[config.mk]
export PLATFORM = sky130hd
export DESIGN_NAME = grf_wb_arbiter
export DESIGN_NICKNAME = d
export VERILOG_FILES = /design/src/rtl/grf_wb_arbiter.sv
export SDC_FILE = /design/constraint.sdc
export NUM_CORES = 1
export LEC_CHECK = 0
export ABC_AREA = 1
export CORE_ASPECT_RATIO = 0.6
export CORE_MARGIN = 5
export CORE_UTILIZATION = 45
export CTS_CLUSTER_DIAMETER = 30
export DETAILED_ROUTE_END_ITERATION = 8
export PLACE_DENSITY = 0.84
export SETUP_SLACK_MARGIN = 0.02
export SLEW_MARGIN = 20
export SYNTH_ARGS = -nofsm -noshare
export SYNTH_HDL_FRONTEND = slang
export SYNTH_SLANG_ARGS = --single-unit
[constraint.sdc]
create_clock -name clk -period 4.7 [get_ports clk]
set_input_delay 0.47 -clock clk [delete_from_list [all_inputs] [get_ports clk]]
set_output_delay 0.47 -clock clk [all_outputs]
set_load 0.02 [all_outputs]
[src/rtl/grf_wb_arbiter.sv]
// Write-back arbiter for the single GRF write port: merges the pipeline W-stage
// write with writes from a small in-order FIFO fed by the mul/div unit.
module grf_wb_arbiter #(
  parameter int DEPTH = 2
) (
  input  logic        clk,
  input  logic        reset,
  input  logic        p_valid,
  input  logic [31:0] p_pc,
  input  logic [4:0]  p_addr,
  input  logic [31:0] p_data,
  input  logic        m_valid,
  input  logic [31:0] m_pc,
  input  logic [4:0]  m_addr,
  input  logic [31:0] m_data,
  output logic        m_ready,
  input  logic [4:0]  q1_addr,
  input  logic [4:0]  q2_addr,
  output logic        q1_busy,
  output logic        q2_busy,
  output logic        stall_req,
  output logic        reg_write,
  output logic [4:0]  reg_addr,
  output logic [31:0] reg_data,
  output logic [31:0] wpc
);

  localparam int PW = (DEPTH > 2) ? 2 : 1;
  localparam int CW = PW + 1;

  typedef enum logic {NORMAL, FORCE_M} state_t;

  // Handshake: an M write transfers on any posedge where m_valid && m_ready;
  // m_ready depends only on the registered count, never on m_valid.
  state_t          state, state_nxt;
  logic [1:0]      starve, starve_nxt;
  logic [PW-1:0]   head, tail;
  logic [CW-1:0]   count;
  logic [31:0]     fifo_pc   [DEPTH];
  logic [4:0]      fifo_addr [DEPTH];
  logic [31:0]     fifo_data [DEPTH];

  logic p_elig, h_elig, grant_p, grant_h, enq;

  assign p_elig    = p_valid && (p_addr != 5'd0);
  assign h_elig    = (count != '0);
  assign m_ready   = (count < CW'(DEPTH));
  assign enq       = m_valid && m_ready && (m_addr != 5'd0);
  assign stall_req = (state == FORCE_M);

  always_comb begin
    grant_p    = 1'b0;
    grant_h    = 1'b0;
    state_nxt  = state;
    starve_nxt = starve;
    case (state)
      NORMAL: begin
        if (p_elig)      grant_p = 1'b1;
        else if (h_elig) grant_h = 1'b1;
        if (grant_h || !h_elig) starve_nxt = 2'd0;
        else if (grant_p)       starve_nxt = starve + 2'd1;
        if (starve_nxt == 2'd3) state_nxt = FORCE_M;
      end
      FORCE_M: begin
        grant_h    = h_elig;
        starve_nxt = 2'd0;
        state_nxt  = NORMAL;
      end
      default: state_nxt = NORMAL;
    endcase
  end

  // Outputs are gated by reset so a live P request cannot write during reset.
  always_comb begin
    reg_write = 1'b0;
    reg_addr  = 5'd0;
    reg_data  = 32'd0;
    wpc       = 32'd0;
    if (!reset && grant_p) begin
      reg_write = 1'b1;
      reg_addr  = p_addr;
      reg_data  = p_data;
      wpc       = p_pc;
    end else if (!reset && grant_h) begin
      reg_write = 1'b1;
      reg_addr  = fifo_addr[head];
      reg_data  = fifo_data[head];
      wpc       = fifo_pc[head];
    end
  end

  always_ff @(posedge clk or posedge reset) begin
    if (reset) begin
      state  <= NORMAL;
      starve <= 2'd0;
      head   <= '0;
      tail   <= '0;
      count  <= '0;
    end else begin
      state  <= state_nxt;
      starve <= starve_nxt;
      if (enq)     tail <= (tail == PW'(DEPTH - 1)) ? '0 : tail + 1'b1;
      if (grant_h) head <= (head == PW'(DEPTH - 1)) ? '0 : head + 1'b1;
      if (enq && !grant_h)      count <= count + 1'b1;
      else if (!enq && grant_h) count <= count - 1'b1;
    end
  end

  always_ff @(posedge clk) begin
    if (enq) begin
      fifo_pc[tail]   <= m_pc;
      fifo_addr[tail] <= m_addr;
      fifo_data[tail] <= m_data;
    end
  end

  // An entry is live when its distance from head is below count.
  always_comb begin
    q1_busy = 1'b0;
    q2_busy = 1'b0;
    for (int i = 0; i < DEPTH; i++) begin
      if (((i - int'(head) + DEPTH) % DEPTH) < int'(count)) begin
        if ((q1_addr != 5'd0) && (fifo_addr[i] == q1_addr)) q1_busy = 1'b1;
        if ((q2_addr != 5'd0) && (fifo_addr[i] == q2_addr)) q2_busy = 1'b1;
      end
    end
  end

endmodule

# == Word level (Yosys, flattened, before mapping) ==
# Memory sizes are Yosys's and may differ from the RTL's.
# Cells that the tools add are included.
# word_totals
n_memories,3
reg_bits,7
inputBits,152
ramBits,138
out_inout_bits,74
elab_cells,85
# op_classes
bitwise,3
order_cmp,3
n_reduce_logical,22
n_eq_ne,5
add_sub_neg,9
muxes,35
# mem_list
memory,words,word_bits,read_ports,rd_clocked_by_memory_dff,write_ports,line_no,source
fifo_data,2,32,1,0,1,41,logic [31:0] fifo_data [DEPTH];
fifo_pc,2,32,1,0,1,39,logic [31:0] fifo_pc [DEPTH];
fifo_addr,2,5,3,0,1,40,logic [4:0] fifo_addr [DEPTH];
# op_table
op,n
$mux W32,4
$mux W1,21
$eq A5 B5 Y1,4
$reduce_bool A5 Y1,4
$logic_and A1 B1 Y1,11
$mux W2,5
$mux W5,2
$add A2 B3 Y4 const B,2
$lt A2 B3 Y1,2
$add A2 B1 Y2 const B,2
$logic_not A1 Y1,4
$pmux W1 S2,2
$pmux W2 S2,1
$reduce_bool A2 Y1,2
$sub A1 B1 Y2 const A,2
$add A1 B1 Y1 const B,2
$and A1 B1 Y1,2
$eq A2 B2 Y1 const B,1
$lt A2 B2 Y1 const B,1
$sub A2 B1 Y2 const B,1
$logic_or A1 B1 Y1,1
$not A1 Y1,1

# == Depth between registers and ports, before layout ==
# depth
depth_word,10
mapped_depth,8

# == Worst setup path before layout ==
# Ideal clock, no wire load.
# synth_timing
kind,input to register
startpoint,input m_addr[3]
endpoint,"memory fifo_addr[0][0], enable pin"
slack_ns,0.618
t_required_ns,4.203
path_stages,4
arrival_ns,3.585
path_buffers,0
path_cell_list,nor3_1 > nand2_1 > nand3_1 > nor2_1
# synth_via
elab_chain_cells,4
# synth_lines
item,line_no,source
from (decl),14,"input logic [4:0] m_addr,"
$reduce_bool A5 Y1,48,assign enq = m_valid && m_ready && (m_addr != 5'd0);
$logic_and A1 B1 Y1,48,
$mux W1,110,if (enq) begin
$mux W1 (not written as such),112,fifo_addr[tail] <= m_addr;
to (decl),40,
# No other way between the ends.

# == Worst setup path in the final report ==
# layout_timing
startpoint,input p_addr[4]
endpoint,output wpc[6]
# layout_via
elab_chain_cells,8
word_cells_on_any_way,12
cone_classes,mux (8); reduce/logical (4)
# layout_lines
item,line_no,source
from (decl),10,"input logic [4:0] p_addr,"
$reduce_bool A5 Y1 (*),45,assign p_elig = p_valid && (p_addr != 5'd0);
$logic_and A1 B1 Y1 (*),45,
$mux W1,58,if (p_elig) grant_p = 1'b1;
$mux W1,56,case (state)
$pmux W1 S2,56,
$logic_and A1 B1 Y1,84,end else if (!reset && grant_h) begin
$mux W32,84,
$mux W32 (*),79,if (!reset && grant_p) begin
to (decl),25,output logic [31:0] wpc
# Mark *: on every way between the ends. The rest lies on a longest branch, timed or not. The select of a mux whose other input is x is not followed.

==> flow_metrics.py <==
metrics = {
    "status": {
        "outcome": "finished, final reports clean",
    },
    "clock_tree": {
        "ctsResizeCount": 0,
        "clk_pin_slew_ps": 60,
        "hold_buffers": 0,
        "cts-root-buf": "clkbuf_16",
        "clock_latency_ps": 410,
        "numCtsBuffers": 17,
        "post_cts_buffers": 0,
        "h-tree-depth": 4,
        "cts_tree": "built",
        "cts_sinks": 145,
        "cts_buffer_depth": 2,
    },
    "grt": {
        "grtUsageTotal_pct": 18.8,
        "globalRouteOverflowTotal": 0,
        "grt_pass1_vias": 4893,
        "grt_max_degree": 42,
        "antenna_found_initial": 0,
        "grt_pass1_wl_mm": 25.0,
    },
    "finish": {
        "area_delta_synth_final_pct": 45.8,
        "stdcell_count": 957,
        "multi_input_area_um2": 1970,
        "regArea_um2": 4320,
        "fillers": 1108,
        "final_nets": 900,
        "num_antenna_cells": 0,
        "drive_above_1_share_pct": 11.7,
        "design_area_um2": 9550,
    },
    "placed_design": {
        "placed_cells": 926,
        "io_buffers": 225,
        "dpl_cell_area_um2": 8970,
        "place_ws_ps": 1450,
        "dp_hpwl_mm": 12.1,
        "place_congestion": 0.861,
    },
    "power_and_ir_drop": {
        "switchingPower_mw": 1.48,
        "clkPwrFrac_pct": 28.3,
        "total_power_mw": 4.62,
        "power_frac_seq_pct": 39.5,
        "p_int_mw": 3.14,
        "combPwrFrac_pct": 32.2,
        "p_sw_share_pct": 32.0,
        "p_leak_nw": 3.61,
        "vdd_drop_max_mv": 0.269,
        "power_density_nw_per_um2": 484,
    },
    "hold_path": {
        "worstHoldPathType": "reg -> reg",
    },
    "setup_path": {
        "required_ps": 4230,
        "endpoint_kind": "output pin",
        "critPathMaxFanout": 30,
        "worst-setup-path-type": "in -> out",
        "worstSetupStartpointType": "input port",
        "worstPathArrival_ps": 2780,
    },
    "synth": {
        "synth-seq-cells": 145,
        "synth_edf_count": 138,
        "synth_fp_nets": 670,
        "netlist_area_um2": 6550,
        "async_flop_share_pct": 4.83,
        "yosysUniqueCellTypes": 25,
        "synth_common_cells": "edfxtp_1 (138), nand2_1 (128), mux2i_1 (64), o21ai_2 (40), o21ai_1 (29)",
        "ys_seq_area_share_pct": 65.9,
        "synthTopCellsByArea": "edfxtp_1 (63%), mux2i_1 (9.8%), nand2_1 (7.3%)",
        "yosys.cell_count.top_type": "edfxtp_1",
        "synth_top_area_share_pct": 63.3,
        "ys.warnings.count": 0,
        "syn_inst": 517,
        "yosys.area.top_type": "edfxtp_1",
        "avgSynthCellArea_um2": 12.7,
        "ys.flop_type": "edfxtp_1",
    },
    "floorplanning": {
        "core-area_um2": 14400,
        "die_h_um": 103,
        "die_w_um": 166,
        "ios": 226,
        "die_area_um2": 17200,
        "placementRows": 34,
        "initial_core_util_pct": 45.6,
    },
    "sta": {
        "fin_tns_setup_ps": 0,
        "fmax_mhz": 308,
        "finalMaxSlewViolations": 0,
        "fin_skew_ps": 12.9,
        "max-slew-margin-rel_pct": 32.8,
        "setup_violations": 0,
        "rsz0062_at_grt": "false",
        "min_period_ps": 3250,
        "hold_violations": 0,
        "period_share_pct": 69.1,
        "timing.final.ws_setup_ps": 1450,
        "tightest_slew_ps": 1010,
    },
    "drt": {
        "ant_nets": 0,
        "wl_per_cell_um": 16.8,
        "vias": 4677,
        "viasPerCell": 4.89,
        "dr.pass1.iters": 7,
        "postRouteWirelength_mm": 16.0,
        "drcViolationCount": 0,
        "dr.first_iter.drc_count": 312,
    },
    "run": {
        "max-cap-violations": 0,
    },
}
[state kept, by name, summed over array words and instances, names as in the netlist]
name / count
fifo_addr: 10
fifo_pc: 64
starve: 2
count: 2
stall_req: 1
fifo_data: 64
head: 1
tail: 1
[placed cells by master, fill, tap and decap left out]
master and n:
ha_1 1, nor2_1 22, buf_12 1, bufinv_16 2
inv_6 5, mux2i_1 64, inv_1 26, dfrtp_4 1
clkbuf_16 17, xnor2_1 2, or2_2 1, nand2_1 128
clkdlybuf4s50_1 225, buf_4 8, nand3_4 1, inv_2 1
nor2_4 3, clkinvlp_4 2, nor2_2 1, nand3_1 8
nand3b_2 1, clkinv_4 3, o21ai_1 29, o21ai_0 4
clkbuf_1 1, nor3_1 3, o21ai_2 40, edfxtp_1 138
clkinv_2 1, dfrtp_1 6, xor2_1 3, a21oi_1 10
nand2_4 1
[final cells by class]
| type | count | share of cell area (%) |
|---|---|---|
| Clock buffer | 18 | 4.49 |
| Sequential cell | 145 | 45.3 |
| Inverter | 27 | 1.06 |
| Multi-Input combinational cell | 322 | 20.6 |
| Tap cell | 198 | 2.59 |
| Clock inverter | 13 | 1.57 |
| Timing Repair Buffer | 234 | 24.4 |
[worst max-delay path, cell delays in order]
cell	delay [ps]
clkdlybuf4s50_1	540
nand3b_2	180
nand2_4	90
nor2_4	270
buf_4	360
nand2_1	100
o21ai_1	120
clkdlybuf4s50_1	630
[metrics by stage]
step,utilization (%),hold slack [ps]
final,66.4,441
after detailed placement,62.4,422
after CTS,66.4,430
after global routing,66.4,441
after global placement,62.4,412
after floorplan,-,303
[layer usage]
layer  vias up  global-route usage (%)  part of all wire, %
li1       2288                       -                    -
met1      2213                    23.5                   44
met2       155                    32.6                   49
met3        21                    5.01                  5.7
met4         0                    6.40                  1.5
met5         -                       0                    0
[path summary, 6_finish.rpt]
path | end | depth (start not counted) | from | slack, ps
setup / recovery | wpc[6] | 8 | p_addr[4] | 1450
hold / removal | starve[0]$_DFF_PP0_ | 1 | starve[0]$_DFF_PP0_ | 440
setup reg to reg | fifo_data[0][19]$_DFFE_PP_ | 4 | count[1]$_DFFE_PP0P_ | 2450
hold reg to reg | starve[0]$_DFF_PP0_ | 1 | starve[0]$_DFF_PP0_ | 440
max in group asynchronous | head$_DFFE_PP0N_ | 2 | reset | 3950
min in group asynchronous | stall_req$_DFF_PP0_ | 2 | reset | 450
[power groups by stage]
| stage | logic (mW) | registers, mW | clock network, mW |
|---|---|---|---|
| after floorplan | 0.981 | 1.79 | 0 |
| after global placement | 1.47 | 1.84 | 0 |
| after detailed placement | 1.50 | 1.85 | 0 |
| after CTS | 1.51 | 1.83 | 1.33 |
| after global routing | 1.61 | 1.85 | 1.39 |
| final | 1.49 | 1.83 | 1.31 |
[kinds of logic (layout without fill, tap and decap cells)]
family / after synthesis / in the layout / share of synthesized area (%)
buf+inv: 50 / 292 / 4.28
flops: 145 / 145 / 65.9
fa+ha+maj: 1 / 1 / 0.191
mux: 64 / 64 / 9.78
simple gates: 169 / 169 / 10.5
compound gates: 83 / 83 / 8.63
xor+xnor: 5 / 5 / 0.669
No activity file was read; power rests on OpenSTA's default activity.
